$ cat config.mk
export PLATFORM = sky130hd
export DESIGN_NAME = weight_mem_arbiter_flat
export DESIGN_NICKNAME = d
export VERILOG_FILES = /design/src/rtl/pipeline_mem_pkg.sv /design/src/rtl/weight_mem_arbiter_if.sv /design/src/rtl/rr_arbiter3.sv /design/src/rtl/weight_mem_arbiter.sv /design/src/flat_wrapper.sv
export SDC_FILE = /design/constraint.sdc
export NUM_CORES = 1
export LEC_CHECK = 0
export CAP_MARGIN = 30
export CORE_AREA = 5 5 464 466
export DETAILED_ROUTE_END_ITERATION = 16
export DIE_AREA = 0 0 469 471
export GPL_TIMING_DRIVEN = 0
export PLACE_DENSITY = 0.31
export SKIP_LAST_GASP = 1
export SLEW_MARGIN = 20
export SYNTH_ARGS = -nofsm -noshare
export SYNTH_HDL_FRONTEND = slang
export SYNTH_SLANG_ARGS = --single-unit
$ cat constraint.sdc
create_clock -name clk -period 2.7 [get_ports clk]
set_input_delay 0.675 -clock clk [delete_from_list [all_inputs] [get_ports clk]]
set_output_delay 0.675 -clock clk [all_outputs]
set_load 0.005 [all_outputs]
$ cat src/rtl/pipeline_mem_pkg.sv
// Shared definitions for the weight/image memory read path: requester indices,
// line geometry and the arbiter state encoding.
package pipeline_mem_pkg;

   localparam int NUM_REQ  = 3;
   localparam int REQ_RDN  = 0;
   localparam int REQ_DNN  = 1;
   localparam int REQ_IPGU = 2;

   localparam int DEF_ADDR_W = 32;
   localparam int DEF_LINE_W = 512;
   localparam int DEF_LEN_W  = 8;
   localparam int LINE_BYTES = DEF_LINE_W / 8;

   typedef enum logic [1:0] {
      ST_IDLE  = 2'd0,
      ST_ISSUE = 2'd1,
      ST_WAIT  = 2'd2,
      ST_DONE  = 2'd3
   } arb_state_e;

   // Round-robin pointer moves to the requester after the winner, cyclically.
   function automatic logic [1:0] next_ptr(input logic [1:0] idx);
      return (idx >= 2'(NUM_REQ - 1)) ? 2'd0 : idx + 2'd1;
   endfunction

endpackage

$ cat src/rtl/weight_mem_arbiter_if.sv
// Requester-side and memory-side signals of the shared weight read port.
// Handshake: a line read is accepted in a cycle where mem_req && mem_ready;
// mem_req and mem_addr stay stable until that cycle; mem_rd_vld qualifies mem_rd_data.
interface weight_mem_arbiter_if #(
   parameter int ADDR_W = 32,
   parameter int LINE_W = 512,
   parameter int LEN_W  = 8
);
   import pipeline_mem_pkg::*;

   logic [NUM_REQ-1:0]             req;
   logic [NUM_REQ-1:0][ADDR_W-1:0] req_addr;
   logic [NUM_REQ-1:0][LEN_W-1:0]  req_len;
   logic [NUM_REQ-1:0]             gnt;
   logic [NUM_REQ-1:0]             rd_vld;
   logic [LINE_W-1:0]              rd_data;
   logic [NUM_REQ-1:0]             done;
   logic                           mem_req;
   logic [ADDR_W-1:0]              mem_addr;
   logic                           mem_ready;
   logic                           mem_rd_vld;
   logic [LINE_W-1:0]              mem_rd_data;
   logic                           err;

   modport master (
      input  req, req_addr, req_len, mem_ready, mem_rd_vld, mem_rd_data,
      output gnt, rd_vld, rd_data, done, mem_req, mem_addr, err
   );

   modport slave (
      output req, req_addr, req_len, mem_ready, mem_rd_vld, mem_rd_data,
      input  gnt, rd_vld, rd_data, done, mem_req, mem_addr, err
   );

endinterface

$ cat src/rtl/rr_arbiter3.sv
// Combinational three-way round-robin picker: first set request at or after
// the pointer, searching cyclically.
module rr_arbiter3
   import pipeline_mem_pkg::*;
(
   input  logic [2:0] req,
   input  logic [1:0] ptr,
   output logic [2:0] pick,
   output logic       valid
);

   always_comb begin
      pick  = '0;
      valid = |req;
      for (int k = 0; k < NUM_REQ; k++) begin
         int idx;
         idx = (int'(ptr) + k) % NUM_REQ;
         if (req[idx] && (pick == '0)) begin
            pick[idx] = 1'b1;
         end
      end
   end

endmodule

$ cat src/rtl/weight_mem_arbiter.sv
// Round-robin owner of the external line read port: grants one requester a
// whole burst and walks it one 512-bit line at a time.
module weight_mem_arbiter
   import pipeline_mem_pkg::*;
#(
   parameter int ADDR_W = DEF_ADDR_W,
   parameter int LINE_W = DEF_LINE_W,
   parameter int LEN_W  = DEF_LEN_W
) (
   input  logic                 clk,
   input  logic                 rst_n,
   weight_mem_arbiter_if.master bus,
   output arb_state_e           dbg_state
);

   localparam logic [ADDR_W-1:0] ADDR_STEP = ADDR_W'(LINE_W / 8);

   arb_state_e          state_q, state_d;
   logic [1:0]          ptr_q, ptr_d;
   logic [NUM_REQ-1:0]  gnt_q, gnt_d;
   logic [ADDR_W-1:0]   addr_q, addr_d;
   logic [LEN_W-1:0]    len_q, len_d;
   logic [NUM_REQ-1:0]  rd_vld_q, rd_vld_d;
   logic [LINE_W-1:0]   rd_data_q, rd_data_d;
   logic                err_q, err_d;

   logic [NUM_REQ-1:0]  pick;
   logic                pick_vld;
   logic [ADDR_W-1:0]   win_addr;
   logic [LEN_W-1:0]    win_len;
   logic [1:0]          win_idx;

   rr_arbiter3 u_rr (
      .req   (bus.req),
      .ptr   (ptr_q),
      .pick  (pick),
      .valid (pick_vld)
   );

   always_comb begin
      win_addr = '0;
      win_len  = '0;
      win_idx  = '0;
      for (int k = 0; k < NUM_REQ; k++) begin
         if (pick[k]) begin
            win_addr = bus.req_addr[k];
            win_len  = bus.req_len[k];
            win_idx  = 2'(k);
         end
      end
   end

   always_comb begin
      state_d   = state_q;
      ptr_d     = ptr_q;
      gnt_d     = gnt_q;
      addr_d    = addr_q;
      len_d     = len_q;
      rd_vld_d  = '0;
      rd_data_d = rd_data_q;
      err_d     = err_q;

      unique case (state_q)
         ST_IDLE: begin
            if (pick_vld) begin
               gnt_d   = pick;
               addr_d  = win_addr;
               len_d   = win_len;
               ptr_d   = next_ptr(win_idx);
               state_d = (win_len == '0) ? ST_DONE : ST_ISSUE;
            end
         end
         ST_ISSUE: begin
            if (bus.mem_ready) begin
               state_d = ST_WAIT;
            end
         end
         ST_WAIT: begin
            if (bus.mem_rd_vld) begin
               rd_vld_d  = gnt_q;
               rd_data_d = bus.mem_rd_data;
               addr_d    = addr_q + ADDR_STEP;
               len_d     = len_q - LEN_W'(1);
               state_d   = (len_q == LEN_W'(1)) ? ST_DONE : ST_ISSUE;
            end
         end
         ST_DONE: begin
            gnt_d   = '0;
            state_d = ST_IDLE;
         end
         default: state_d = ST_IDLE;
      endcase

      // Read data outside WAIT has no owner: drop it and flag the protocol breach.
      if (bus.mem_rd_vld && (state_q != ST_WAIT)) begin
         err_d = 1'b1;
      end
   end

   always_ff @(posedge clk) begin
      if (!rst_n) begin
         state_q   <= ST_IDLE;
         ptr_q     <= '0;
         gnt_q     <= '0;
         addr_q    <= '0;
         len_q     <= '0;
         rd_vld_q  <= '0;
         rd_data_q <= '0;
         err_q     <= 1'b0;
      end else begin
         state_q   <= state_d;
         ptr_q     <= ptr_d;
         gnt_q     <= gnt_d;
         addr_q    <= addr_d;
         len_q     <= len_d;
         rd_vld_q  <= rd_vld_d;
         rd_data_q <= rd_data_d;
         err_q     <= err_d;
      end
   end

   assign bus.gnt      = gnt_q;
   assign bus.rd_vld   = rd_vld_q;
   assign bus.rd_data  = rd_data_q;
   assign bus.done     = (state_q == ST_DONE) ? gnt_q : '0;
   assign bus.mem_req  = (state_q == ST_ISSUE);
   assign bus.mem_addr = addr_q;
   assign bus.err      = err_q;
   assign dbg_state    = state_q;

endmodule

$ cat src/flat_wrapper.sv
// flat-port wrapper written by rule: the top's interface ports become plain ports
module weight_mem_arbiter_flat import pipeline_mem_pkg::*;
#(
   parameter int ADDR_W = DEF_ADDR_W,
   parameter int LINE_W = DEF_LINE_W,
   parameter int LEN_W  = DEF_LEN_W
)
  (clk, rst_n, dbg_state, bus_req, bus_req_addr, bus_req_len, bus_mem_ready, bus_mem_rd_vld, bus_mem_rd_data, bus_gnt, bus_rd_vld, bus_rd_data, bus_done, bus_mem_req, bus_mem_addr, bus_err);
  weight_mem_arbiter_if #(.ADDR_W(ADDR_W), .LINE_W(LINE_W), .LEN_W(LEN_W)) bus_i ();
  input  logic clk;
  input  logic rst_n;
  output arb_state_e dbg_state;
  input wire logic [$bits(bus_i.req)-1:0] bus_req;
  input wire logic [$bits(bus_i.req_addr)-1:0] bus_req_addr;
  input wire logic [$bits(bus_i.req_len)-1:0] bus_req_len;
  input wire logic [$bits(bus_i.mem_ready)-1:0] bus_mem_ready;
  input wire logic [$bits(bus_i.mem_rd_vld)-1:0] bus_mem_rd_vld;
  input wire logic [$bits(bus_i.mem_rd_data)-1:0] bus_mem_rd_data;
  output wire logic [$bits(bus_i.gnt)-1:0] bus_gnt;
  output wire logic [$bits(bus_i.rd_vld)-1:0] bus_rd_vld;
  output wire logic [$bits(bus_i.rd_data)-1:0] bus_rd_data;
  output wire logic [$bits(bus_i.done)-1:0] bus_done;
  output wire logic [$bits(bus_i.mem_req)-1:0] bus_mem_req;
  output wire logic [$bits(bus_i.mem_addr)-1:0] bus_mem_addr;
  output wire logic [$bits(bus_i.err)-1:0] bus_err;
  assign bus_i.req = bus_req;
  assign bus_i.req_addr = bus_req_addr;
  assign bus_i.req_len = bus_req_len;
  assign bus_i.mem_ready = bus_mem_ready;
  assign bus_i.mem_rd_vld = bus_mem_rd_vld;
  assign bus_i.mem_rd_data = bus_mem_rd_data;
  assign bus_gnt = bus_i.gnt;
  assign bus_rd_vld = bus_i.rd_vld;
  assign bus_rd_data = bus_i.rd_data;
  assign bus_done = bus_i.done;
  assign bus_mem_req = bus_i.mem_req;
  assign bus_mem_addr = bus_i.mem_addr;
  assign bus_err = bus_i.err;
  weight_mem_arbiter #(.ADDR_W(ADDR_W), .LINE_W(LINE_W), .LEN_W(LEN_W)) u_core (.clk(clk), .rst_n(rst_n), .bus(bus_i), .dbg_state(dbg_state));
endmodule
# Word-level counts from Yosys, hierarchy flattened
# Cells that the tools add are included.
# W data, S select, Z words.
# word_totals
ff_bits,563
wordCells,94
inputBits,639
# op_classes
reduce_logical,19
bitwise_logic,2
addsub,5
magnitude_cmp,7
mux,42
n_eq_ne,8
div_mod_pow,3
# op_table
operator,n
$mux W32,5
$ge A32 B1 Y1 const B,3
$lt A32 B4 Y1 const B,3
$mod A32 B3 Y32 const B,2
$pmux W32 S2,1
$mux W8,5
$add A32 B7 Y32 const B,1
$mod A3 B3 Y32 const B,1
$pmux W8 S2,1
$mux W3,5
$mux W2,7
$mux W1,10
$reduce_and A3 Y1,3
$eq A8 B1 Y1 const B,1
$logic_not A8 Y1,1
$pmux W2 S4,1
$sub A8 B1 Y8 const B,1
$bmux W1 S2,3
$demux W1 S2,3
$logic_and A1 B1 Y1,6
$logic_not A3 Y1,2
$ne A2 B2 Y1 const B,3
$or A3 B3 Y3,2
$pmux W3 S2,1
other kinds (11),15

# Logic depth before layout (Yosys ltp)
# Gate-level depths: netlist of run 1.
# logic_depth
depth_word,19
depth_mapped,14
depth_no_buf,11

# Hierarchy
# A second synthesis of run 1 with hierarchy kept.
# hier_totals
cells_unflattened,2734
area_unflattened_um2,21145.3
# by_module_without_submodules
mod,n_inst,cells_each,area_per_inst_um2
weight_mem_arbiter,1,2694,20843.7
rr_arbiter3,1,40,301.5

# Least setup slack after synthesis of run 1
# No wires, ideal clock.
# synth_timing
kind,register to register
start,register u_core.ptr_q[0]
end,register u_core.state_q[1] (netlist: u_core.dbg_state[1])
path_buffers,2
stages_incl_launch_ff,14
arrival_time_ps,2751
setup_time_ps,96
required_ps,2604
slack_ps,-147
cell_sequence,dfxtp_1 inv_1 ha_1 buf_4 nor4bb_1 a31oi_1 nor3b_2 o32ai_4 and2_1 buf_2 nand3_1 a31oi_1 or4_1 o41ai_2
# synth_via
elab_chain_len,19
elab_cells_between_ends,45
cone_classes,add/sub (2); div (3); order compare (6); mux (24); bitwise (2); reduce/logical (8)
# synth_lines
element,line_no,source
from (decl),weight_mem_arbiter.sv:19,"logic [1:0] ptr_q, ptr_d;"
from (signal assigned),weight_mem_arbiter.sv:112,ptr_q <= ptr_d;
"parallel branches: the longest is 11 deep, another holds $mod A32 B3 Y32",n/a,
$mux W3 *,rr_arbiter3.sv:18,if (req[idx] && (pick == '0)) begin
$mux W8 (2 in series),weight_mem_arbiter.sv:45,if (pick[k]) begin
$mux W8 *,weight_mem_arbiter.sv:45,
$logic_not A8 Y1 *,weight_mem_arbiter.sv:70,state_d = (win_len == '0) ? ST_DONE : ST_ISSUE;
$mux W2 *,weight_mem_arbiter.sv:70,
$mux W2 *,weight_mem_arbiter.sv:65,if (pick_vld) begin
$pmux W2 S4 *,weight_mem_arbiter.sv:63,unique case (state_q)
to (signal assigned),weight_mem_arbiter.sv:111,state_q <= state_d;
to (decl),weight_mem_arbiter.sv:18,"arb_state_e state_q, state_d;"
# Mark *: on every way between the ends. The select of a mux whose other input is x is not followed.
# A chain may end at the register's enable or synchronous reset.

# Final worst setup path of run 1
# Same ends and word-level chain as after synthesis.

==> metrics.md, run 1 <==
| Metric | Value |
|---|---|
| Status | `finished, violations left` |
| Failing checks | `negative setup slack` |
| Max incr delay on CP | `550 ps` |
| Final core utilization | `19.47%` |
| CP bufs+invs | `2` |
| Die Y | `~470 µm` |
| Initial core utilization | `10.03%` |
| Slew @ Worst Pin | `962.5 ps` |
| GPL Wtd Cong | `0.8460` |
| Most common cell after layout, fill and taps aside | `clkdlybuf4s50_1` |
| Critical Path RT | `3290 ps` |
| Leakage | `13.42 nW` |
| Met2 GRT Util | `~26%` |
| Share of cells above drive strength 1 | `9.720%` |
| Internal | `21.24 mW` |
| Post-synthesis compound-gate area fraction | `approximately 17%` |
| Num CTS Buffers | `82` |
| Die Wd | `469 µm` |
| Worst Hold Class | `reg -> reg` |
| Max-capacitance violation count | `0` |
| Cell Chain, Critical Path | `inv_4, ha_4, nand3b_4, or4b_4, and2_4, and4_4, buf_4, a221o_1, or3_4, o41ai_2` |
| Mux contribution to synthesized area | `less than 1%` |
| CP max-delay cell | `or4b_4` |
| Combinational power share | `between 30% and 40%` |
| Pin count of the biggest net entering global routing | `13` |
| DR vias | `25,111` |
| Crit. End Element | `flip-flop` |
| Setup Skew | `between 20 and 25 ps` |
| Antenna violations before repair | `77` |
| RSZ-0062 raised after global routing | `yes` |
| Hold Buf Count CTS | `0` |
| Fillcell total | `roughly 24,000` |
| DRT iter0 DRCs | `1,374` |
| CTS sink cnt | `approximately 560` |
| Hold_ws | `449.6 ps` |
| Row count | `169` |
| Post-Syn Nets | `3,435` |
| H-tree levels | `3` |
| Psw | `11.61 mW` |
| Placed Instance Area | `approximately 37,000 µm²` |
| Period Utilization, post-route | `107.9%` |
| Peak supply drop | `between 0.4 and 0.5 mV` |
| Syn-to-layout area delta | `94.04%` |
| CTS tree | `built` |
| Vias in the first global route | `25,128` |
| Crit path arrival time | `3500 ps` |
| Clk root buf | `clkbuf_16` |
| Flop pwr share | `29.9%` |
| Post-synthesis adder-cell area fraction | `less than 1%` |
| DRT antenna net count | `0` |
| #FFs+latches synth | `around 560` |
| Post-synthesis sequential area ratio | `53.29%` |
| Core area | `210,800 µm²` |
| Synth Area in XOR/XNOR | `0%` |
| Most frequent cells in the layout | `clkdlybuf4s50_1, nand2_1, a21oi_1` |
| Synth Area in Simple Gates | `about a quarter` |
| Final setup fails | `36` |
| Max_slew headroom | `35.83%` |
| HPWL after DPL | `149.9 mm` |
| Asr flop ratio synth | `0%` |
| Final Hold Viols | `0` |
| Clock power share | `34.3%` |
| Synth warnings | `0` |
| I/O pin total | `1,196` |
| Number of flops mapped to enable cells by yosys | `0` |
| Routing usage on met1 | `18.10%` |
| Post-layout worst setup margin | `-214.5 ps` |
| Pwr dens | `800.4 nW/µm²` |
| First-pass GRT wire length | `234.0 mm` |
| Drt total wl | `about 180 mm` |
| Avg WL per Cell | `25.63 µm` |
| DRT Pass-1 Iters | `5` |
| Via-to-Cell Ratio | `3.580` |
| Dominant synthesized flop cell | `dfxtp_1` |
| Critical Path Source Type | `flip-flop` |
| Multi-input combinational cell area | `between 9000 and 10,000 µm²` |
| FMAX | `0.3431 GHz` |
| Family with the most delay on the worst path | `simple AND/OR/NAND/NOR gates` |
| Final Max Slew Viols | `0` |
| IO buf count | `approximately 1,200` |
| Sw frac | `35.33%` |
| Pre-CTS WS | `-1329 ps` |
| Post-Syn Instances | `2,789` |
| Worst-path clk slew | `60 ps` |
| Die area | `220,900 µm²` |
| Clock Latency Late Sink | `roughly 700 ps` |
| CTS Buffer Depth | `3` |
| Sequential Area | `11,280 µm²` |
| Final #Nets | `~4,800` |
| DRC violations left | `0` |
| Unique masters post-synth | `61` |
| Mapped Avg Cell Area | `7.583 µm²` |
| GRT busiest layer | `met2` |
| Crit Path Max Fanout | `5` |
| Met3 global-route usage | `7.293%` |
| GRT Total Usage | `between 10% and 20%` |
| Crit path kind | `reg -> reg` |
| Fin area | `41,040 µm²` |
| Synth Cell Area | `roughly 21,000 µm²` |
| Largest family of logic cells by synthesized area | `simple AND/OR/NAND/NOR gates` |
| Final min period | `2915 ps` |
| GRT overflow | `0` |
==> synthesized netlist by cell type, drive strengths merged (2+ instances only) <==
library cell | number | share of area, %
ha | 7 | 0.41
a221oi | 2 | 0.11
and2 | 4 | 0.13
a311oi | 9 | 0.37
o211ai | 2 | 0.071
o41ai | 2 | 0.12
nor3b | 3 | 0.13
nor2 | 73 | 1.3
or3 | 3 | 0.089
o22ai | 11 | 0.35
inv | 10 | 0.18
a221o | 2 | 0.095
and3 | 18 | 0.53
a311o | 9 | 0.43
nand2b | 5 | 0.15
nor2b | 4 | 0.12
a22oi | 5 | 0.18
and4 | 2 | 0.095
o21ai | 34 | 0.80
a41oi | 2 | 0.083
mux2i | 5 | 0.24
clkbuf | 189 | 3.4
o311ai | 2 | 0.083
nand3 | 54 | 1.3
nor3 | 19 | 0.45
a211oi | 6 | 0.21
a31oi | 20 | 0.59
nand2 | 1102 | 20
o21bai | 2 | 0.071
nand3b | 4 | 0.20
nand4 | 6 | 0.18
dfxtp | 563 | 53
nor4 | 2 | 0.059
buf | 30 | 0.68
a21oi | 565 | 13
==> final cells by class <==
type	count	share of cell area, %
Antenna cell	17	0.1037
Buffer	214	2.722
Clock buffer	122	5.829
Clock inverter	27	0.8933
Inverter	11	0.1159
Multi-Input combinational cell	1996	23.61
Sequential cell	563	27.49
Tap cell	2821	8.600
Timing Repair Buffer	1244	30.64
==> tightest hold or removal path, stage by stage (launching register included) <==
cell and delay, ps:
dfxtp_1 300, nand2_1 50, a21oi_1 50
==> sequential cells by signal, summed over array words and instances (netlist names) <==
name,cells
u_core.bus.err,1
u_core.bus.mem_addr,32
u_core.bus.rd_data,512
u_core.bus.rd_vld,3
u_core.dbg_state,2
u_core.bus.gnt,3
u_core.len_q,8
u_core.ptr_q,2
==> what timing repair did <==
item / 4_1_cts / 5_1_grt
gates resized for setup: 259 / 120
buffers inserted: 28 / 9
cloned: 5 / 0
pin swaps: 84 / 50
setup endpoints to repair: 510 / 366
==> final timing paths <==
kind / from / endpoint / slack (ps) / depth (start not counted)
hold / removal: u_core.bus.rd_data[501] / u_core.bus.rd_data[501] / 450 / 2
hold reg to reg: u_core.bus.rd_data[501] / u_core.bus.rd_data[501] / 450 / 2
setup reg to reg: u_core.ptr_q[0] / u_core.dbg_state[1] / -210 / 10
setup / recovery: u_core.ptr_q[0] / u_core.dbg_state[1] / -210 / 10
==> power groups by stage <==
stage	registers, mW	logic [mW]	clock network [mW]
2_1_floorplan	9.81	3.92	0
3_3_place_gp	9.94	9.27	0
3_5_place_dp	9.95	9.29	0
4_1_cts	9.81	11.5	11.8
5_1_grt	9.90	12.6	12.0
6_report	9.81	11.8	11.3
==> per-layer routing <==
| metal | up-vias | share of wire, % |
|---|---|---|
| met4 | 46 | 1.8 |
| met3 | 223 | 11 |
| met1 | 11849 | 40 |
| li1 | 11924 | - |
| met5 | - | 0.17 |
| met2 | 1069 | 47 |
==> cell families (layout without fill, tap and decap cells) <==
| family | count (synthesis) | after routing |
|---|---|---|
| flip-flops | 563 | 563 |
| AND/OR/NAND/NOR | 1304 | 1304 |
| AO/OA/AOI/OAI | 680 | 680 |
| multiplexers | 5 | 5 |
| adder cells (fa/ha/maj) | 7 | 7 |
| buffers and inverters | 230 | 1618 |
| other | 0 | 17 |
==> through the flow <==
step,cells,total power [mW],TNS (ps)
5_1_grt,7002,34.50,-7825
2_1_floorplan,2789,13.73,-100.8
3_3_place_gp,6804,19.21,-1028100
4_1_cts,6994,33.11,-4552
6_report,7015,32.85,-2563
3_5_place_dp,6813,19.24,-511650
(Power assumes the default switching activity.)
==> inputs of run 2 (changes only) <==
Settings changed: GPL_ROUTABILITY_DRIVEN set to 0, GPL_TIMING_DRIVEN 0 to not set.
==> run 2 against run 1 <==
Net effect: the run still ends with negative setup slack left; register-to-register slack gained 80 ps; wire length down 9.3%; hold slack better by 1.2 ps; sequential cell count did not move; utilization shrank 0.13 points; critical path depth is 1 higher; highest routed layer unchanged; die area is the same; sequential share of layout area rose by 0.19 points; non-clock buffer count decreased by 72; critical path type is now in -> reg; largest power group is now the clock network; cell area decreased by 0.67%; critical endpoint unchanged.
==> metrics.md, run 2 (same netlist as run 1, synthesis figures left out) <==
| Metric | Value |
|---|---|
| DRT Pass-1 Iters | `7 (+2)` |
| Dpl cells | `6,765 (-0.70%)` |
| Vias in the first global route | `24,905 (-0.89%)` |
| Setup Skew | `28.47 ps (+5.097 ps)` |
| DRC violations left | `0 (unchanged)` |
| Row count | `169 (unchanged)` |
| Pin count of the biggest net entering global routing | `62 (+49)` |
| GRT overflow | `0 (unchanged)` |
| Final core utilization | `19.34% (-0.13 points)` |
| Peak supply drop | `0.4981 mV (+11%)` |
| Crit path arrival time | `3500 ps (about the same)` |
| Die Wd | `469 µm (unchanged)` |
| Hold Crit Endpoint | `u_core.bus.rd_data[26]` |
| RSZ-0062 raised after global routing | `yes` |
| Worst R2R Path Depth | `12 (+2)` |
| Pwr dens | `755.1 nW/µm² (-5.7%)` |
| Crit Path Max Fanout | `7 (+2)` |
| Final setup fails | `22 (-39%)` |
| Worst R2R End | `u_core.dbg_state[1]` |
| Max_slew headroom | `52.88% (+17 points)` |
| Placed Instance Area | `37,680 µm² (+2.3%)` |
| Final Max Slew Viols | `0 (unchanged)` |
| Final min period | `2897 ps (-17.20 ps)` |
| CTS tree | `built` |
| GRT Total Usage | `14.05% (-1.4 points)` |
| Largest register FFs | `512 (unchanged)` |
| CTS sink cnt | `563 (unchanged)` |
| Critical Path RT | `3300 ps (about the same)` |
| Drt total wl | `163.1 mm (-9.3%)` |
| Avg WL per Cell | `23.45 µm (-8.5%)` |
| IO buf count | `1,195 (+0.084%)` |
| Final Hold Viols | `0 (unchanged)` |
| Worst Hold Class | `reg -> reg` |
| Antenna violations before repair | `94 (+22%)` |
| TNS Setup | `-1141 ps (+1422 ps)` |
| Hold_ws | `450.8 ps (+1.178 ps)` |
| Final #Nets | `4,687 (-1.5%)` |
| Syn-to-layout area delta | `92.74%` |
| Clk root buf | `clkbuf_16` |
| Worst-path clk slew | `60 ps (about the same)` |
| DRT iter0 DRCs | `1,187 (-14%)` |
| Share of cells above drive strength 1 | `8.750% (-0.97 points)` |
| Hold Startpoint | `u_core.bus.rd_data[26]` |
| Core area | `210,800 µm² (unchanged)` |
| Fin cells | `6,953 (-0.88%)` |
| Num CTS Buffers | `83 (+1.2%)` |
| Die area | `220,900 µm² (unchanged)` |
| Critical Path Source Type | `primary input` |
| DRT antenna net count | `0 (unchanged)` |
| Status | `finished, violations left` |
| Slew @ Worst Pin | `706.8 ps (-255.8 ps)` |
| WHS Path Cells | `2 (unchanged)` |
| Reg2reg setup slack | `-130 ps (+80 ps)` |
| HPWL after DPL | `132.0 mm (-12%)` |
| Post-layout worst setup margin | `-197.3 ps (+17.20 ps)` |
| Most frequent cells in the layout | `clkdlybuf4s50_1, nand2_1, a21oi_1` |
| Pre-CTS WS | `-838.8 ps (+490.2 ps)` |
| Tot Pwr | `30.78 mW (-6.3%)` |
| I/O pin total | `1,196 (unchanged)` |
| Failing checks | `negative setup slack` |
| Via-to-Cell Ratio | `3.527 (-1.5%)` |
| First-pass GRT wire length | `217.0 mm (-7.3%)` |
| Most common cell after layout, fill and taps aside | `clkdlybuf4s50_1` |
| Max-capacitance violation count | `0 (unchanged)` |
| Leakage | `13.48 nW (+0.44%)` |
| Period Utilization, post-route | `107.3% (-0.64 points)` |
| Clock Latency Late Sink | `700 ps (about the same)` |
| Worst r2r src | `u_core.ptr_q[0]` |
| H-tree levels | `3 (unchanged)` |
| Crit path kind | `in -> reg` |
| CTS Buffer Depth | `3 (unchanged)` |
| FMAX | `0.3451 GHz (+0.59%)` |
| Initial core utilization | `10.03% (unchanged)` |
| Fin area | `40,770 µm² (-0.67%)` |
| DR vias | `24,524 (-2.3%)` |
| Die Y | `471 µm (unchanged)` |
| Crit. End Element | `flip-flop` |
==> run 2: how the worst max path moves through the flow <==
stage / startpoint / end / slack, ps / depth (start not counted)
floorplan: bus_req[2] / u_core.dbg_state[1] / -100 / 9
global placement: bus_req[2] / u_core.dbg_state[1] / -800 / 10
detailed placement: bus_req[2] / u_core.dbg_state[1] / -840 / 10
CTS: u_core.ptr_q[0] / u_core.dbg_state[1] / -130 / 12
global route: u_core.ptr_q[0] / u_core.dbg_state[1] / -310 / 12
finish: bus_req[2] / u_core.dbg_state[1] / -200 / 11
==> run 2: final cells by class <==
cell class / instances / area [µm²]
flip-flops and latches: 563 / 11280
clock buffers: 122 / 2455
repair buffers: 1386 / 13940
clock inverters: 25 / 319.1
inverters: 11 / 48.80
fillers: 23720 / 170100
multi-input cells: 1996 / 9120
well taps: 2821 / 3530
diodes: 29 / 72.57
==> run 2: power breakdown <==
| group | internal, mW | switching, mW | total (mW) |
|---|---|---|---|
| clock | 6.69 | 4.58 | 11.3 |
| sequential | 9.13 | 0.637 | 9.76 |
| combinational | 4.78 | 4.97 | 9.74 |
| total | 20.6 | 10.2 | 30.8 |
==> run 2: per-layer routing <==
| metal | track usage [%] | part of all wire [%] | vias to the layer above | wire, µm |
|---|---|---|---|---|
| met1 | 16.06 | 39 | 11410 | 64350 |
| li1 | - | - | 11770 | - |
| met4 | 2.950 | 2.0 | 64 | 3188 |
| met3 | 7.789 | 13 | 242 | 20520 |
| met2 | 22.98 | 46 | 1038 | 74600 |
| met5 | 0 | 0.25 | - | 407 |
==> run 2: critical path: stages <==
cell and delay, ps:
clkdlybuf4s50_1 730, nand3b_1 210, o22ai_4 220, nor2_2 80, o32ai_4 330, nand2_2 130
buf_6 140, nand2_1 70, a31oi_1 100, or4_1 550, o41ai_2 270
==> run 2: repair_timing <==
item	4_1_cts	5_1_grt
endpoints found under the setup margin	43	39
gates cloned	0	1
pin swaps	17	5
buffers inserted	12	0
hold buffers	0	0
resized for setup	26	7
==> inputs of run 3 (changes only) <==
Settings changed: CTS_CLUSTER_SIZE set to 16.
==> results of run 3 <==
Final layout, timing and power as in run 2 (identical DEF).
